## src/rtl/mc_ctrl_pkg.sv

```systemverilog
// Shared types for the multicycle MIPS sequencer: FSM states, instruction classes
// and the encodings of the pc_src, wb_sel and err_code outputs.
package mc_ctrl_pkg;

  typedef enum logic [3:0] {
    FETCH  = 4'd0,
    DECODE = 4'd1,
    EXEC   = 4'd2,
    MEM_RD = 4'd3,
    MEM_WR = 4'd4,
    WB     = 4'd5,
    BRANCH = 4'd6,
    JUMP   = 4'd7,
    TRAP   = 4'd8
  } state_t;

  typedef enum logic [3:0] {
    CLS_NOP,
    CLS_RALU,
    CLS_JR,
    CLS_JALR,
    CLS_LOAD,
    CLS_STORE,
    CLS_IALU,
    CLS_BR,
    CLS_J,
    CLS_JAL,
    CLS_ILLEGAL
  } cls_t;

  localparam logic [1:0] PC_SRC_PC4 = 2'd0;
  localparam logic [1:0] PC_SRC_BR  = 2'd1;
  localparam logic [1:0] PC_SRC_JMP = 2'd2;
  localparam logic [1:0] PC_SRC_RS  = 2'd3;

  localparam logic [1:0] WB_SEL_ALU = 2'd0;
  localparam logic [1:0] WB_SEL_MDR = 2'd1;
  localparam logic [1:0] WB_SEL_PC  = 2'd2;

  localparam logic [1:0] ERR_NONE    = 2'd0;
  localparam logic [1:0] ERR_ILLEGAL = 2'd1;
  localparam logic [1:0] ERR_TIMEOUT = 2'd2;

endpackage

```

## src/rtl/mc_classify.sv

```systemverilog
// Combinational instruction classifier: maps opcode/funct (rt reserved) onto the
// instruction class the sequencer steps through.
module mc_classify
  import mc_ctrl_pkg::*;
(
  input  logic [5:0] opcode,
  input  logic [5:0] funct,
  input  logic [4:0] rt,
  output cls_t       cls
);

  // rt is part of the classifier contract but no current class depends on it
  logic unused_rt;
  assign unused_rt = ^rt;

  always_comb begin
    cls = CLS_ILLEGAL;
    case (opcode)
      6'h00: begin
        case (funct)
          6'h00:                      cls = CLS_NOP;
          6'h08:                      cls = CLS_JR;
          6'h09:                      cls = CLS_JALR;
          6'h20, 6'h21, 6'h22, 6'h23,
          6'h24, 6'h25, 6'h26, 6'h27,
          6'h2A, 6'h2B:               cls = CLS_RALU;
          default:                    cls = CLS_ILLEGAL;
        endcase
      end
      6'h20, 6'h21, 6'h23, 6'h24, 6'h25: cls = CLS_LOAD;
      6'h28, 6'h29, 6'h2B:               cls = CLS_STORE;
      6'h08, 6'h09, 6'h0C, 6'h0D,
      6'h0E, 6'h0F:                      cls = CLS_IALU;
      6'h01, 6'h04, 6'h05, 6'h06, 6'h07: cls = CLS_BR;
      6'h02:                             cls = CLS_J;
      6'h03:                             cls = CLS_JAL;
      default:                           cls = CLS_ILLEGAL;
    endcase
  end

endmodule

```

## src/rtl/multicycle_ctrl.sv

```systemverilog
// Multicycle MIPS control sequencer (fetch/decode/exec/mem/wb) with req/ack memory
// handshake and timeout trap. Define MC_CTRL_PERF_EN to build the perf counters.
module multicycle_ctrl
  import mc_ctrl_pkg::*;
#(
  parameter int MEM_TIMEOUT = 16
) (
  input  logic        clk,
  input  logic        rst,
  input  logic [5:0]  opcode,
  input  logic [5:0]  funct,
  input  logic [4:0]  rt,
  input  logic        br_taken,
  input  logic        mem_ack,
  output logic        mem_req,
  output logic        mem_we,
  output logic        addr_sel,
  output logic        ir_we,
  output logic        mdr_we,
  output logic        pc_we,
  output logic        reg_we,
  output logic [1:0]  pc_src,
  output logic [1:0]  wb_sel,
  output logic        instr_done,
  output logic        trap,
  output logic [1:0]  err_code,
  output logic [3:0]  state,
  output logic [31:0] cycle_cnt,
  output logic [31:0] instr_cnt,
  output logic [31:0] stall_cnt
);

  localparam int WAIT_W = $clog2(MEM_TIMEOUT + 1);

  state_t             state_reg, state_next;
  cls_t               cls_dec, cls_reg;
  logic [1:0]         err_reg, err_next;
  logic [WAIT_W-1:0]  wait_reg;
  logic               timeout;

  mc_classify u_classify (
    .opcode (opcode),
    .funct  (funct),
    .rt     (rt),
    .cls    (cls_dec)
  );

  // Last waiting cycle: an ack here still wins over the trap
  assign timeout = (wait_reg == WAIT_W'(MEM_TIMEOUT - 1));

  always_comb begin
    state_next = state_reg;
    err_next   = err_reg;
    mem_req    = 1'b0;
    mem_we     = 1'b0;
    addr_sel   = 1'b0;
    ir_we      = 1'b0;
    mdr_we     = 1'b0;
    pc_we      = 1'b0;
    reg_we     = 1'b0;
    pc_src     = PC_SRC_PC4;
    wb_sel     = WB_SEL_ALU;
    instr_done = 1'b0;
    trap       = 1'b0;
    case (state_reg)
      FETCH: begin
        mem_req = 1'b1;
        if (mem_ack) begin
          ir_we      = 1'b1;
          pc_we      = 1'b1;
          state_next = DECODE;
        end else if (timeout) begin
          state_next = TRAP;
          err_next   = ERR_TIMEOUT;
        end
      end
      DECODE: begin
        case (cls_dec)
          CLS_NOP: begin
            instr_done = 1'b1;
            state_next = FETCH;
          end
          CLS_BR:                           state_next = BRANCH;
          CLS_J, CLS_JAL, CLS_JR, CLS_JALR: state_next = JUMP;
          CLS_ILLEGAL: begin
            state_next = TRAP;
            err_next   = ERR_ILLEGAL;
          end
          default:                          state_next = EXEC;
        endcase
      end
      EXEC: begin
        case (cls_reg)
          CLS_LOAD:  state_next = MEM_RD;
          CLS_STORE: state_next = MEM_WR;
          default:   state_next = WB;
        endcase
      end
      MEM_RD: begin
        mem_req  = 1'b1;
        addr_sel = 1'b1;
        if (mem_ack) begin
          mdr_we     = 1'b1;
          state_next = WB;
        end else if (timeout) begin
          state_next = TRAP;
          err_next   = ERR_TIMEOUT;
        end
      end
      MEM_WR: begin
        mem_req  = 1'b1;
        mem_we   = 1'b1;
        addr_sel = 1'b1;
        if (mem_ack) begin
          instr_done = 1'b1;
          state_next = FETCH;
        end else if (timeout) begin
          state_next = TRAP;
          err_next   = ERR_TIMEOUT;
        end
      end
      WB: begin
        reg_we     = 1'b1;
        wb_sel     = (cls_reg == CLS_LOAD) ? WB_SEL_MDR : WB_SEL_ALU;
        instr_done = 1'b1;
        state_next = FETCH;
      end
      BRANCH: begin
        pc_src     = PC_SRC_BR;
        pc_we      = br_taken;
        instr_done = 1'b1;
        state_next = FETCH;
      end
      JUMP: begin
        pc_we  = 1'b1;
        pc_src = (cls_reg == CLS_J || cls_reg == CLS_JAL) ? PC_SRC_JMP : PC_SRC_RS;
        if (cls_reg == CLS_JAL || cls_reg == CLS_JALR) begin
          reg_we = 1'b1;
          wb_sel = WB_SEL_PC;
        end
        instr_done = 1'b1;
        state_next = FETCH;
      end
      TRAP:    trap = 1'b1;
      default: state_next = FETCH;
    endcase
    state    = state_reg;
    err_code = err_reg;
    // Nothing may issue while reset is held, even mid-instruction
    if (rst) begin
      mem_req    = 1'b0;
      mem_we     = 1'b0;
      addr_sel   = 1'b0;
      ir_we      = 1'b0;
      mdr_we     = 1'b0;
      pc_we      = 1'b0;
      reg_we     = 1'b0;
      pc_src     = PC_SRC_PC4;
      wb_sel     = WB_SEL_ALU;
      instr_done = 1'b0;
      trap       = 1'b0;
      state      = FETCH;
      err_code   = ERR_NONE;
    end
  end

  always_ff @(posedge clk) begin
    if (rst) begin
      state_reg <= FETCH;
      cls_reg   <= CLS_NOP;
      err_reg   <= ERR_NONE;
      wait_reg  <= '0;
    end else begin
      state_reg <= state_next;
      err_reg   <= err_next;
      if (state_reg == DECODE)
        cls_reg <= cls_dec;
      if (state_next != state_reg)
        wait_reg <= '0;
      else if (mem_req && !mem_ack)
        wait_reg <= wait_reg + WAIT_W'(1);
    end
  end

`ifdef MC_CTRL_PERF_EN
  logic [31:0] cycle_reg, instr_reg, stall_reg;

  always_ff @(posedge clk) begin
    if (rst) begin
      cycle_reg <= '0;
      instr_reg <= '0;
      stall_reg <= '0;
    end else begin
      if (state_reg != TRAP)
        cycle_reg <= cycle_reg + 32'd1;
      if (instr_done)
        instr_reg <= instr_reg + 32'd1;
      if (mem_req && !mem_ack)
        stall_reg <= stall_reg + 32'd1;
    end
  end

  assign cycle_cnt = rst ? 32'd0 : cycle_reg;
  assign instr_cnt = rst ? 32'd0 : instr_reg;
  assign stall_cnt = rst ? 32'd0 : stall_reg;
`else
  assign cycle_cnt = 32'd0;
  assign instr_cnt = 32'd0;
  assign stall_cnt = 32'd0;
`endif

endmodule

```

## config.mk

```make
export PLATFORM = sky130hd
export DESIGN_NAME = multicycle_ctrl
export DESIGN_NICKNAME = d
export VERILOG_FILES = /design/src/rtl/mc_ctrl_pkg.sv /design/src/rtl/mc_classify.sv /design/src/rtl/multicycle_ctrl.sv
export SDC_FILE = /design/constraint.sdc
export NUM_CORES = 1
export LEC_CHECK = 0
export ABC_AREA = 1
export CAP_MARGIN = 40
export CORE_AREA = 5 5 82 84
export DETAILED_ROUTE_END_ITERATION = 10
export DIE_AREA = 0 0 87 89
export GPL_TIMING_DRIVEN = 0
export HOLD_SLACK_MARGIN = 0.1
export PLACE_DENSITY = 0.87
export SLEW_MARGIN = 20
export SYNTH_ARGS = -nofsm -noshare
export SYNTH_HDL_FRONTEND = slang
export SYNTH_SLANG_ARGS = --single-unit
```

## constraint.sdc

```tcl
create_clock -name clk -period 1.97 [get_ports clk]
set_input_delay 0.2955 -clock clk [delete_from_list [all_inputs] [get_ports clk]]
set_output_delay 0.2955 -clock clk [all_outputs]
set_load 0.05 [all_outputs]
```

# After elaboration in Yosys (flattened, before gate mapping)
# Memory sizes are Yosys's and may differ from the RTL's.
# Index checks and enable logic that the tools add are counted.
dict set report op_classes {
  addsub 1
  eq_ne 45
  n_mux 42
  n_reduce_logical 18
}
# operator n
set op_table {}
lappend op_table {{6-bit equality test (second input constant)} 8}
lappend op_table {{6-bit by 4-bit equality test with 1-bit output (second input constant)} 6}
lappend op_table {{4-bit by 3-bit equality test with 1-bit output (second input constant)} 7}
lappend op_table {{4-bit case mux with 7 select lines} 1}
lappend op_table {{4-bit equality test (second input constant)} 6}
lappend op_table {{6-bit by 3-bit equality test with 1-bit output (second input constant)} 4}
lappend op_table {{4-bit case mux with 6 select lines} 1}
lappend op_table {{4-bit by 2-bit equality test with 1-bit output (second input constant)} 5}
lappend op_table {{1-bit 2-to-1 mux} 20}
lappend op_table {{4-bit 2-to-1 mux} 5}
lappend op_table {{4-bit case mux with 4 select lines} 1}
lappend op_table {{2-bit 2-to-1 mux} 7}
lappend op_table {{6-bit by 2-bit equality test with 1-bit output (second input constant)} 2}
lappend op_table {{2-bit case mux with 2 select lines} 3}
lappend op_table {{5-bit OR reduction} 2}
lappend op_table {{3-bit OR reduction} 3}
lappend op_table {{4-bit logical NOT} 2}
lappend op_table {{6-bit by 1-bit equality test with 1-bit output (second input constant)} 1}
lappend op_table {{6-bit logical NOT} 1}
lappend op_table {{1-bit case mux with 3 select lines} 2}
lappend op_table {{3-bit case mux with 2 select lines} 1}
lappend op_table {{6-bit OR reduction} 1}
lappend op_table {{5-bit by 1-bit adder with 5-bit output (second input constant)} 1}
lappend op_table {{5-bit by 4-bit equality test with 1-bit output (second input constant)} 1}
lappend op_table {{12 further kinds} 15}
dict set report word_totals {
  register_bits 15
  rom_bits 192
  input_bits 21
  word_cells 111
  memories 1
}
# name depth width read_ports rd_clocked_by_memory_dff wr line_no
set mem_list {}
lappend mem_list {{(name not given)} 64 3 1 0 0 mc_classify.sv:20} ;# case (funct)

# Longest topological paths before layout
dict set report depth {
  depth_word 9
  mapped_depth 15
  depth_no_buf 15
}

# Hierarchy
# From an unflattened synthesis, not the netlist that was laid out.
dict set report hier_totals {
  cells_unflattened 333
  hier_area_um2 2119.5
}
# mod n_inst cells_each area_each_um2 seq_area_each_um2
set by_module_without_submodules {}
lappend by_module_without_submodules {multicycle_ctrl 1 279 1873.0 300.3}
lappend by_module_without_submodules {mc_classify 1 54 246.5 0.0}

# Least setup slack after synthesis
# OpenSTA, ideal clock, no wires.
dict set report synth_path {
  path_kind {register to output}
  startpoint {reg state_reg[1]}
  endpoint {out pc_src[0]}
  arrival_time_ps 3021
  required_ps 1674
  path_slack_ps -1347
  stages_incl_launch_ff 3
  path_cell_list {dfxtp_1 -> inv_2 -> a2111oi_0}
}
dict set report synth_between {
  elab_chain_len 3
  word_cells_on_any_way 4
  cone_classes {eq/ne (2); mux (2)}
}
# element line_no
set synth_rtl {}
lappend synth_rtl {{from (decl)} multicycle_ctrl.sv:35} ;# state_t state_reg, state_next;
lappend synth_rtl {{from (signal assigned)} multicycle_ctrl.sv:174} ;# state_reg <= state_next;
lappend synth_rtl {{4-bit by 3-bit equality test with 1-bit output} multicycle_ctrl.sv:65} ;# case (state_reg)
lappend synth_rtl {{2-bit case mux with 2 select lines *} multicycle_ctrl.sv:65}
lappend synth_rtl {{2-bit 2-to-1 mux *} multicycle_ctrl.sv:150} ;# if (rst) begin
lappend synth_rtl {{to (decl)} multicycle_ctrl.sv:22} ;# output logic [1:0] pc_src,
# Every way passes the cells marked *; elsewhere a longest branch is shown, timed or not.

# Final worst setup path
dict set report layout_path {
  startpoint {in funct[1]}
  endpoint {out instr_done}
}
dict set report layout_between {
  elab_chain_len 6
}
# element line_no
set layout_rtl {}
lappend layout_rtl {{from (decl)} multicycle_ctrl.sv:11} ;# input logic [5:0] funct,
lappend layout_rtl {{memory read 64 x 3 bit} --}
lappend layout_rtl {{4-bit case mux with 7 select lines} mc_classify.sv:18} ;# case (opcode)
lappend layout_rtl {{4-bit logical NOT} multicycle_ctrl.sv:78} ;# case (cls_dec)
lappend layout_rtl {{1-bit 2-to-1 mux} multicycle_ctrl.sv:78}
lappend layout_rtl {{1-bit case mux with 3 select lines} multicycle_ctrl.sv:65}
lappend layout_rtl {{1-bit 2-to-1 mux} multicycle_ctrl.sv:150}
lappend layout_rtl {{to (decl)} multicycle_ctrl.sv:24} ;# output logic instr_done,
# Every way passes these cells.

==> flow_summary.toml <==
[power_and_ir_drop]
power.density_cell_area_mw_per_mm2 = 650
peakVddDrop_mv = 0.351
total_leakage_power_nw = 1.82

[synthesis]
post_synth_instance_area_mm2 = 0.00214
synth.distinct_cells = 34
top_cell_type_s_share_of_synthesized_area_pct = 33.6
syn-instance-count = 333
adder_cell_area_share_of_the_yosys_netlist_pct = 1.17
muxShareOfSynthArea_pct = 0.467
synth_top_flop_cell = "dfxtp_1"
synth_top_cell_by_area = "buf_4"
synth-seq-cells = 15
async_reset_ff_share_pct = 0
dominant_combinational_cell_family_by_area_after_synthesis = "buffers and inverters"
synthesis.area_per_instance_um2 = 6.43
synth_edf_count = 0
yosys_warnings = 0
synth-simple-area-share_pct = 30.3
sequential_area_share_after_synthesis_pct = 14.0
synth.most_common_cell = "buf_4"
netlist_top_cells_area = "buf_4 (34%), dfxtp_1 (14%), inv_1 (7.4%)"
post_synth_xor_xnor_area_pct = 1.23
synth_compound_gate_area_share_pct = 9.23
ys_top_cells_by_count = "buf_4 (96), inv_1 (42), nand2_1 (40)"

[clock_network]
cts.reportedPaths.clkPinSlew_ps = 60
root_buffer = "clkbuf_8"
cts_tree = "yes"
htree_levels = 1
cts_made_buffers = 3
post_cts_hold_buffer_count = 0
clock_insertion_delay_worst_skew_ps = 250
clock_path_buffers = 2
tritoncts_num_sinks = 15

[layout]
final_nets = 504
num-fill-cells = 575
flow.area_growth_from_synthesis_pct = 48.4
largest_register_ffs = 5
ff_latch_area_um2 = 304
final_layout_size_suffix_gt1_share_pct = 45.0
multi_input_area_mm2 = 0.00141
ant_diodes = 0

[sta]
hold_violations = 0
drv_slew = 0
finalSetupTns_ps = 0
setup_violations = 0
layout_worst_path_cycle_share_pct = 99.1
finalCriticalPeriod_ps = 1950
grt_setup_unrepaired = "true"
final_critical_path_setup_slack_ps = 17.8
final.setup_skew_ps = 2.45
fmax_mhz = 512
fin_hold_ws_ps = 465

[detailed_routing]
vias = 2159
routedWlPerCell_um = 9.60
detail-route-antenna-nets = 0
drt_iter0_drc = 76
post_route_drc = 0
totalWireLength_mm = 5.33
via_per_inst = 3.89
drt_first_pass_iters = 4

[worst_setup_path]
required_ps = 1670
timing.critical_path.from_type = "input pin"
critical_path.max_fanout = 3
arrival_ps = 1660
cpLargestDelayFamily = "simple AND/OR/NAND/NOR gates"
critical_path_buf_inv_count = 2
critical_path.slowest_cell = "nor3_4"
critical_path.endpoint_type = "output pin"
critical-path-max-stage-delay_ps = 260
path_cells = "clkdlybuf4s15_1 -> nor2_2 -> nand3_2 -> nand2_1 -> nand4_1 -> nor3_4 -> nand2_2 -> a21oi_4 -> buf_6"
timing.setup.critical_path_class = "in -> out"

[grt]
groute.usage.overall_pct = 12.7
global_route_wire_length_before_repair_mm = 8.31
grt_pass1_vias = 1959
grt_start_max_net_pins = 11
grt_antenna_before_repair = 0
grt_remaining_overflow = 0

[floorplanning]
floorplan.die.height_um = 89
core.rowCount = 28
effective_utilization_at_floorplan_pct = 36.6
core_area_mm2 = 0.00585
die_w_um = 87
die_area_mm2 = 0.00774
floorplan.io_pins = 136

[place]
gpl.final_weighted_congestion = 0.880
detailed_placement_wirelength_estimate_mm = 4.40
pre_cts_slack_ps = -1160
portBuffers = 33

[run]
timing.max_cap.violations = 0

[outcome]
status = "finished, final reports clean"

[hold_path]
holdCritPathClass = "reg -> reg"
[layer usage]
layer	GRT usage (%)	routed length [µm]	vias to the layer above
met5	0	0	-
met2	25.3	2780	97
met1	13.6	1930	917
met4	3.97	60	0
li1	-	-	1139
met3	1.94	551	6
[worst min-delay path, stage by stage, from the launching register on]
cell and delay, ps:
dfxtp_1 300, inv_1 60, a21oi_1 60
[where the power goes]
part | leakage, nW | switching [W] | internal, W
combinational | 1.67 | 0.000989 | 0.000422
clock | 0.0255 | 0.000106 | 0.000140
sequential | 0.124 | 0.0000477 | 0.000362
[metrics by stage]
stage / power (W) / std cells / cell area [µm²] / utilization [%]
floorplan: 0.00157 / 428 / 2540 / -
global placement: 0.00176 / 536 / 2970 / 50.7
detailed placement: 0.00178 / 536 / 2970 / 50.7
CTS: 0.00203 / 552 / 3120 / 53.4
global route: 0.00220 / 555 / 3180 / 54.3
finish: 0.00207 / 555 / 3180 / 54.3
[cells in the final DEF, fill, tap and decap left out, types with 2 or more instances in the layout]
cell,instances
a21oi_1,12
a21oi_2,3
buf_2,10
buf_4,111
buf_6,7
clkbuf_2,4
clkbuf_4,3
clkbuf_8,3
clkdlybuf4s15_2,6
clkdlybuf4s50_1,2
conb_1,96
dfxtp_1,12
dfxtp_2,3
dlygate4sd2_1,2
inv_1,37
inv_2,10
nand2_1,32
nand2_2,14
nand3_1,11
nand3_2,7
nand4_1,4
nor2_1,30
nor2_2,11
nor2_4,7
nor3_1,3
nor3_2,5
o211ai_1,3
o21ai_0,6
o21ai_1,3
xor2_1,3
[timing repair]
item | CTS | global route
pin swaps | 17 | 24
setup buffers | 12 | 4
gates resized for setup | 107 | 69
endpoints found under the setup margin | 19 | 17
[layout make-up]
| class | instances | area share [%] |
|---|---|---|
| inverters | 47 | 5.55 |
| repair buffers | 48 | 12.3 |
| multi-input cells | 265 | 44.3 |
| well taps | 75 | 2.95 |
| clock inverters | 1 | 0.157 |
| plain buffers | 101 | 23.8 |
| clock buffers | 3 | 1.30 |
| flip-flops and latches | 15 | 9.57 |
[logic make-up after synthesis]
logic type      after synthesis
buf+inv                     148
flops                        15
other cells                   1
xor+xnor                      3
simple gates                130
fa+ha+maj                     2
compound gates               33
mux                           1
[final timing paths]
check                                 start  slack (ps)          end  depth (start not counted)
worst max-delay path               funct[1]          20   instr_done                          9
worst min-delay path             err_reg[1]         470   err_reg[1]                          2
worst max register to register  wait_reg[0]         170  wait_reg[1]                         14
worst min register to register   err_reg[1]         470   err_reg[1]                          2
Note: power is estimated with default switching activity, not from simulation.
